[config.mk]
export PLATFORM = sky130hd
export DESIGN_NAME = pipe_stage_reg
export DESIGN_NICKNAME = d
export VERILOG_FILES = /design/src/rtl/pipe_pkg.sv /design/src/rtl/pipe_slot.sv /design/src/rtl/pipe_stage_reg.sv
export SDC_FILE = /design/constraint.sdc
export NUM_CORES = 1
export LEC_CHECK = 0
export ABC_AREA = 1
export CORE_AREA = 2 2 97 71
export DETAILED_ROUTE_END_ITERATION = 6
export DIE_AREA = 0 0 99 73
export DONT_BUFFER_PORTS = 1
export PLACE_DENSITY = 0.77
export SYNTH_ARGS = -nofsm -noshare
export SYNTH_HDL_FRONTEND = slang
export SYNTH_SLANG_ARGS = --single-unit
[constraint.sdc]
create_clock -name clk -period 1.4 [get_ports clk]
set_clock_uncertainty 0.15 [all_clocks]
set_input_delay 0 -clock clk [delete_from_list [all_inputs] [get_ports clk]]
set_output_delay 0 -clock clk [all_outputs]
set_load 0.01 [all_outputs]
[src/rtl/pipe_pkg.sv]
// Shared definitions for the handshaked pipeline stage register.
// Contents:
//   PIPE_RESET_PC / PIPE_NOP_INSTR : default reset PC and bubble instruction
//   PIPE_*_W                       : default payload field widths
//   pipe_payload_t                 : {pc, instr, side} at the default widths
package pipe_pkg;

  localparam logic [31:0] PIPE_RESET_PC  = 32'h0000_3000;
  localparam logic [31:0] PIPE_NOP_INSTR = 32'h0000_0000;

  localparam int PIPE_PC_W    = 32;
  localparam int PIPE_INSTR_W = 32;
  localparam int PIPE_SIDE_W  = 8;

  typedef struct packed {
    logic [PIPE_PC_W-1:0]    pc;
    logic [PIPE_INSTR_W-1:0] instr;
    logic [PIPE_SIDE_W-1:0]  side;
  } pipe_payload_t;

endpackage

[src/rtl/pipe_slot.sv]
// One payload register with its valid bit.
// Ports:
//   clk, reset    : clock and synchronous active-high reset
//   clear         : invalidate and reload RESET_DATA (flush)
//   load, d       : capture d and mark valid
//   unload        : entry consumed with no replacement; data is kept so the
//                   stage can keep presenting the last PC during a bubble
//   valid, q      : slot state
// Priority: reset/clear > load > unload.
module pipe_slot
  import pipe_pkg::*;
#(
  parameter int         W          = 1,
  parameter logic [W-1:0] RESET_DATA = '0
) (
  input  logic         clk,
  input  logic         reset,
  input  logic         clear,
  input  logic         load,
  input  logic         unload,
  input  logic [W-1:0] d,
  output logic         valid,
  output logic [W-1:0] q
);

  always_ff @(posedge clk) begin
    if (reset || clear) begin
      valid <= 1'b0;
      q     <= RESET_DATA;
    end else if (load) begin
      valid <= 1'b1;
      q     <= d;
    end else if (unload) begin
      valid <= 1'b0;
    end
  end

endmodule

[src/rtl/pipe_stage_reg.sv]
// Parametrised valid/ready pipeline stage register carrying {pc, instr, side}.
// Ports:
//   clk, reset            : clock, synchronous active-high reset
//   flush                 : kill held entries, drop any input accepted now
//   in_valid / in_ready   : upstream handshake; in_pc, in_instr, in_side payload
//   out_valid / out_ready : downstream handshake; out_pc, out_instr, out_side
// Configuration macro PIPE_STAGE_SKID_EN:
//   defined   -> main + skid slot, in_ready = !skid_valid (registered)
//   undefined -> single slot, in_ready = !out_valid | out_ready
// While out_valid=0, out_instr shows NOP_INSTR and out_side shows 0; out_pc
// keeps the last entry's PC (RESET_PC after reset/flush).
module pipe_stage_reg
  import pipe_pkg::*;
#(
  parameter int          PC_W      = 32,
  parameter int          INSTR_W   = 32,
  parameter int          SIDE_W    = 8,
  parameter logic [31:0] RESET_PC  = PIPE_RESET_PC,
  parameter logic [31:0] NOP_INSTR = PIPE_NOP_INSTR
) (
  input  logic               clk,
  input  logic               reset,
  input  logic               flush,
  input  logic               in_valid,
  output logic               in_ready,
  input  logic [PC_W-1:0]    in_pc,
  input  logic [INSTR_W-1:0] in_instr,
  input  logic [SIDE_W-1:0]  in_side,
  output logic               out_valid,
  input  logic               out_ready,
  output logic [PC_W-1:0]    out_pc,
  output logic [INSTR_W-1:0] out_instr,
  output logic [SIDE_W-1:0]  out_side
);

  localparam int W = PC_W + INSTR_W + SIDE_W;
  localparam logic [W-1:0] RESET_DATA =
    {RESET_PC[PC_W-1:0], NOP_INSTR[INSTR_W-1:0], {SIDE_W{1'b0}}};

  logic         main_v;
  logic [W-1:0] main_q;
  logic         main_load;
  logic [W-1:0] main_d;
  logic         in_hs;
  logic         out_hs;
  logic [W-1:0] in_data;

  assign in_data = {in_pc, in_instr, in_side};
  assign in_hs   = in_valid & in_ready;
  assign out_hs  = main_v & out_ready;

`ifdef PIPE_STAGE_SKID_EN
  logic         skid_v;
  logic [W-1:0] skid_q;
  logic         skid_load;

  assign in_ready  = !skid_v;
  // Skid has priority for main: it holds the older entry. in_hs is already
  // blocked while skid is full, so the two load sources never collide.
  assign main_load = (skid_v & out_hs) | (in_hs & (!main_v | out_hs));
  assign main_d    = skid_v ? skid_q : in_data;
  assign skid_load = in_hs & main_v & !out_hs;

  pipe_slot #(.W(W), .RESET_DATA(RESET_DATA)) u_skid (
    .clk    (clk),
    .reset  (reset),
    .clear  (flush),
    .load   (skid_load),
    .unload (skid_v & out_hs),
    .d      (in_data),
    .valid  (skid_v),
    .q      (skid_q)
  );
`else
  assign in_ready  = !main_v | out_ready;
  assign main_load = in_hs & (!main_v | out_hs);
  assign main_d    = in_data;
`endif

  pipe_slot #(.W(W), .RESET_DATA(RESET_DATA)) u_main (
    .clk    (clk),
    .reset  (reset),
    .clear  (flush),
    .load   (main_load),
    .unload (out_hs),
    .d      (main_d),
    .valid  (main_v),
    .q      (main_q)
  );

  assign out_valid = main_v;
  assign out_pc    = main_q[W-1 -: PC_W];
  assign out_instr = main_v ? main_q[SIDE_W +: INSTR_W] : NOP_INSTR[INSTR_W-1:0];
  assign out_side  = main_v ? main_q[SIDE_W-1:0] : '0;

endmodule
After elaboration in Yosys (flattened, before gate mapping) --
Cells that the tools add are included.
Word-level totals: bits in registers 73, bits in latches 0, bits in writable memories 0, ROM bits 0, bits of input ports 77, output and inout bits 74, logic and storage cells 14, memories kept 0
Cells by class: $add $sub $neg 0, $mul 0, div/mod/pow operators 0, $lt $le $gt $ge 0, equality and inequality tests 0, shift-type cells 0, mux-type cells 4, bitwise operators 5, reduce and logical (&&, ||, !) cells 3
Operators with widths (number):
- 32-bit 2-to-1 mux | 1
- 8-bit 2-to-1 mux | 1
- 1-bit AND | 3
- 1-bit 2-to-1 mux | 2
- 1-bit bitwise OR | 2
- 2-bit nonzero test | 1
- 1-bit zero test | 1
- 1-bit logical OR | 1

Longest topological paths before layout --
word-level depth 5, depth in mapped cells 6

By module --
A second synthesis with hierarchy kept.
Second synthesis, totals: cells, all modules 410, area total of the unflattened synthesis 3203.1 µm²
By module, submodules not included:
- pipe_slot | instances 1, cells an instance 319, area an instance 2780.2 µm²
- pipe_stage_reg | instances 1, cells an instance 91, area an instance 422.9 µm²

Least setup slack after synthesis --
Ideal clock, no wire load.
path type register to register, start point reg u_main.valid, end point reg u_main.q[41], setup time 0.113 ns, arrival 0.997 ns, setup slack 0.140 ns, cell stages (with the launch flop) 7, path buffers 3, period minus slack after synthesis 1.260 ns, path through dfxtp_1 buf_6 nand2_8 buf_8 buf_6 a21oi_2 nor2_1
On the way: longest elaborated chain between the ends 4, elaborated cells on any way between the ends 6
RTL lines:
- start: declaration | RTL line pipe_slot.sv:22 | output logic valid,
- start signal: assignment | RTL line pipe_slot.sv:28 | valid <= 1'b0;
- start signal: assignment | RTL line pipe_slot.sv:31 | valid <= 1'b1;
- start signal: assignment | RTL line pipe_slot.sv:34 | valid <= 1'b0;
- 1-bit zero test | RTL line pipe_stage_reg.sv:75, pipe_stage_reg.sv:76
- 1-bit bitwise OR | RTL line pipe_stage_reg.sv:75 | assign in_ready = !main_v | out_ready;
- 1-bit AND | RTL line pipe_stage_reg.sv:49 | assign in_hs = in_valid & in_ready;
- 1-bit AND * | RTL line pipe_stage_reg.sv:76 | assign main_load = in_hs & (!main_v | out_hs);
- end signal: assignment | RTL line pipe_slot.sv:29 | q <= RESET_DATA;
- end signal: assignment | RTL line pipe_slot.sv:32 | q <= d;
- end: declaration | RTL line pipe_slot.sv:23 | output logic [W-1:0] q
Every way passes the cells marked *; elsewhere a longest branch is shown, timed or not. A chain may end at the register's enable or synchronous reset.

Final worst setup path --
start point reg u_main.valid, end point out in_ready
On the way: longest elaborated chain between the ends 2
RTL lines:
- 1-bit zero test | RTL line pipe_stage_reg.sv:75
- 1-bit bitwise OR | RTL line pipe_stage_reg.sv:75
- end: declaration | RTL line pipe_stage_reg.sv:25 | output logic in_ready,
No other way between the ends.

==> impl_results.md <==
- Min-delay src: in_valid
- Wire per inst: 11.75 um
- Detail-routed via count per cell: 5.019
- Largest net degree at the start of global routing: 144
- Dpl ws: 0.1862 ns
- Crit end category: primary output
- Hold buffers post-CTS: 2
- Final setup fails: 0
- Period minus WS final: 1.339 ns
- Rel. slew slack: 0.7934
- Vias in the first global route: 2546
- DIE HEIGHT: 73 um
- First drt pass iteration count: 5
- Reg2Reg Setup Slack: 0.22 ns
- Post-synth net total: 666
- Grt total ovfl: 0
- CP startpoint kind: flip-flop
- Final Instance Count excl. Fillers: 624
- CP arrival: 1.19 ns
- Worst R2R Path Depth: 5
- Clock transition at path regs: 0.07 ns
- Clk_lat worst skew: 0.33 ns
- Ant. Diodes: 0
- Filler Cell Count: 624
- Area share of the largest cell type after synthesis: 0.3784
- All-Layer GR Usage: 0.2020
- Pleak: 2.156 nW
- Seq/Total Area, Yosys: 0.3784
- CTS H-tree lvls: 3
- Peak supply drop: 628.7 uV
- DIE WIDTH: 99 um
- Most common cell in the netlist: nand2_1
- I/O Pins: 151
- TritonCTS clock tree: yes
- Worst Slack Setup Final: 0.06063 ns
- Post-synth EDFFs: 0
- Hold path cells: 2
- Hold_ws: -0.3226 ns
- Final design utilization: 0.6090
- Clock Sink Count: 73
- Synth warn: 0
- Routed WL: 7329 um
- Worst slew pin tran: 0.3098 ns
- Synth Cell Area: 3862 um^2
- Die area: 7227 um^2
- Critical R2R Launch: u_main.valid
- First-pass GRT wire length: 11740 um
- Share of synthesized registers carrying an async set or reset: 0
- Placer Congestion: 0.7974
- Status: finished, violations left
- Initial cell density of the core: 0.6023
- WS Path Type: reg2out
- R2r endpoint: u_main.q[10]
- PortBufs: 0
- Fin. max-slew vios: 0
- Req. time, crit path: 1.25 ns
- Post-synth cell types: 16
- Dpl hpwl: 4612 um
- Hold WC Path Type: in2reg
- Avg Cell Area, Syn: 6.558 um^2
- Worst Hold Path EP: u_main.q[65]
- Routed Antenna Nets: 0
- Row count: 25
- CTS Buf Count: 9
- Cell taking the most area after synthesis: dfxtp_1
- Core Box Area: 6412 um^2
- Clk buf depth: 2
- Drt drc: 0
- Layout cell share with drive strength beyond 1: 0.07366
- Layout Area Growth over Synthesis: 1.102%
- Final period util: 0.9567
- Main synth FF type: dfxtp_1
- Via count: 3132
- Detailed Route Iter0 Violations: 176
- Failing checks: negative hold slack
- Yosys reg bits: 73
- Synth cell count leaders: nand2_1 (113), inv_1 (110), nand3_1 (74), dfxtp_1 (73), nor2_1 (70)
- Cells after DPL: 604
- Cell area power density: 1196 nW/um^2
- CTS Root Cell: clkbuf_8
- Layout Nets: 615
- Crit-path max FO: 21
- Total power: 0.004669 W
- Synth Instances: 589
- Final hold violation count: 73
- Initial antenna violation count: 0
- Area contributors post-synth: dfxtp_1 (38%), nand2_1 (11%), inv_1 (11%)
- Fmax: 746.6 MHz
- Max-Cap Viols: 0
## repair_timing
action,CTS,global route
setup endpoints to repair,41,21
pin swaps,1,0
cloned,1,0
resized for setup,4,0
buffers inserted,0,1
endpoints found under the hold margin,73,73
## where the power goes
part           internal (W)  total, W  switching (W)
Sequential          0.00217   0.00225      0.0000784
Clock               0.00123   0.00199       0.000755
Combinational      0.000195  0.000436       0.000241
## final cells by class
type,instances,area (um^2),share of cell area
well taps,81,101.3,0.02595
flip-flops and latches,73,1465,0.3752
multi-input cells,331,1495,0.3829
repair buffers,12,182.7,0.04678
clock buffers,11,141.4,0.03621
inverters,111,416.7,0.1067
clock inverters,5,102.6,0.02627
## how the worst max path moves through the flow
stage,start,endpoint,slack [ns],cells past startpoint
finish,u_main.valid,in_ready,0.06,3
global route,u_main.valid,out_instr[27],-0.002,3
CTS,u_main.valid,in_ready,0.005,3
detailed placement,u_main.valid,u_main.q[26],0.19,5
global placement,u_main.valid,out_instr[30],0.20,3
floorplan,u_main.valid,u_main.q[41],0.14,6
## per-stage QoR
| stage | hold slack (ns) | area [um^2] | setup TNS, ns |
|---|---|---|---|
| 2_1_floorplan | 0.004357 | 3862 | 0 |
| 3_3_place_gp | 0.01020 | 3607 | 0 |
| 3_5_place_dp | 0.01996 | 3607 | 0 |
| 4_1_cts | -0.3486 | 3897 | 0 |
| 5_1_grt | -0.3310 | 3905 | -0.003767 |
| 6_report | -0.3226 | 3905 | 0 |
## routing by layer
layer / vias to the layer above / wire length (um) / global-route usage
li1: 1642 / - / -
met1: 1368 / 3365 / 0.2506
met2: 114 / 3253 / 0.3153
met3: 8 / 631 / 0.08908
met4: 0 / 79 / 0.07154
met5: - / 0 / 0
## logic make-up after synthesis
| group | after synthesis | synth area share |
|---|---|---|
| buf+inv | 186 | 0.2374 |
| flops | 73 | 0.3784 |
| compound gates | 71 | 0.1024 |
| simple gates | 259 | 0.2818 |
## state kept, by name, summed over array words and instances (netlist names)
name,cells
u_main.q,72
u_main.valid,1
## placed cells by master, fill, tap and decap left out
cell type and count:
bufinv_16 3, dfxtp_4 1, clkinv_2 1, buf_12 7, a21oi_1 60, clkbuf_1 1
dlygate4sd3_1 2, inv_1 110, a21oi_2 10, inv_2 1, buf_4 3, nand2_1 113
clkinvlp_4 1, nand2_8 1, nand3_1 74, clkbuf_8 10, a21boi_0 1, nor2_1 70
dfxtp_1 72, nand2_4 1, nor2_4 1
## critical path, cell delays in order (launching register included)
cell	delay (ns)
dfxtp_4	0.40
nand2_8	0.13
buf_12	0.18
buf_4	0.14
Power figures use the tool's default switching activity.
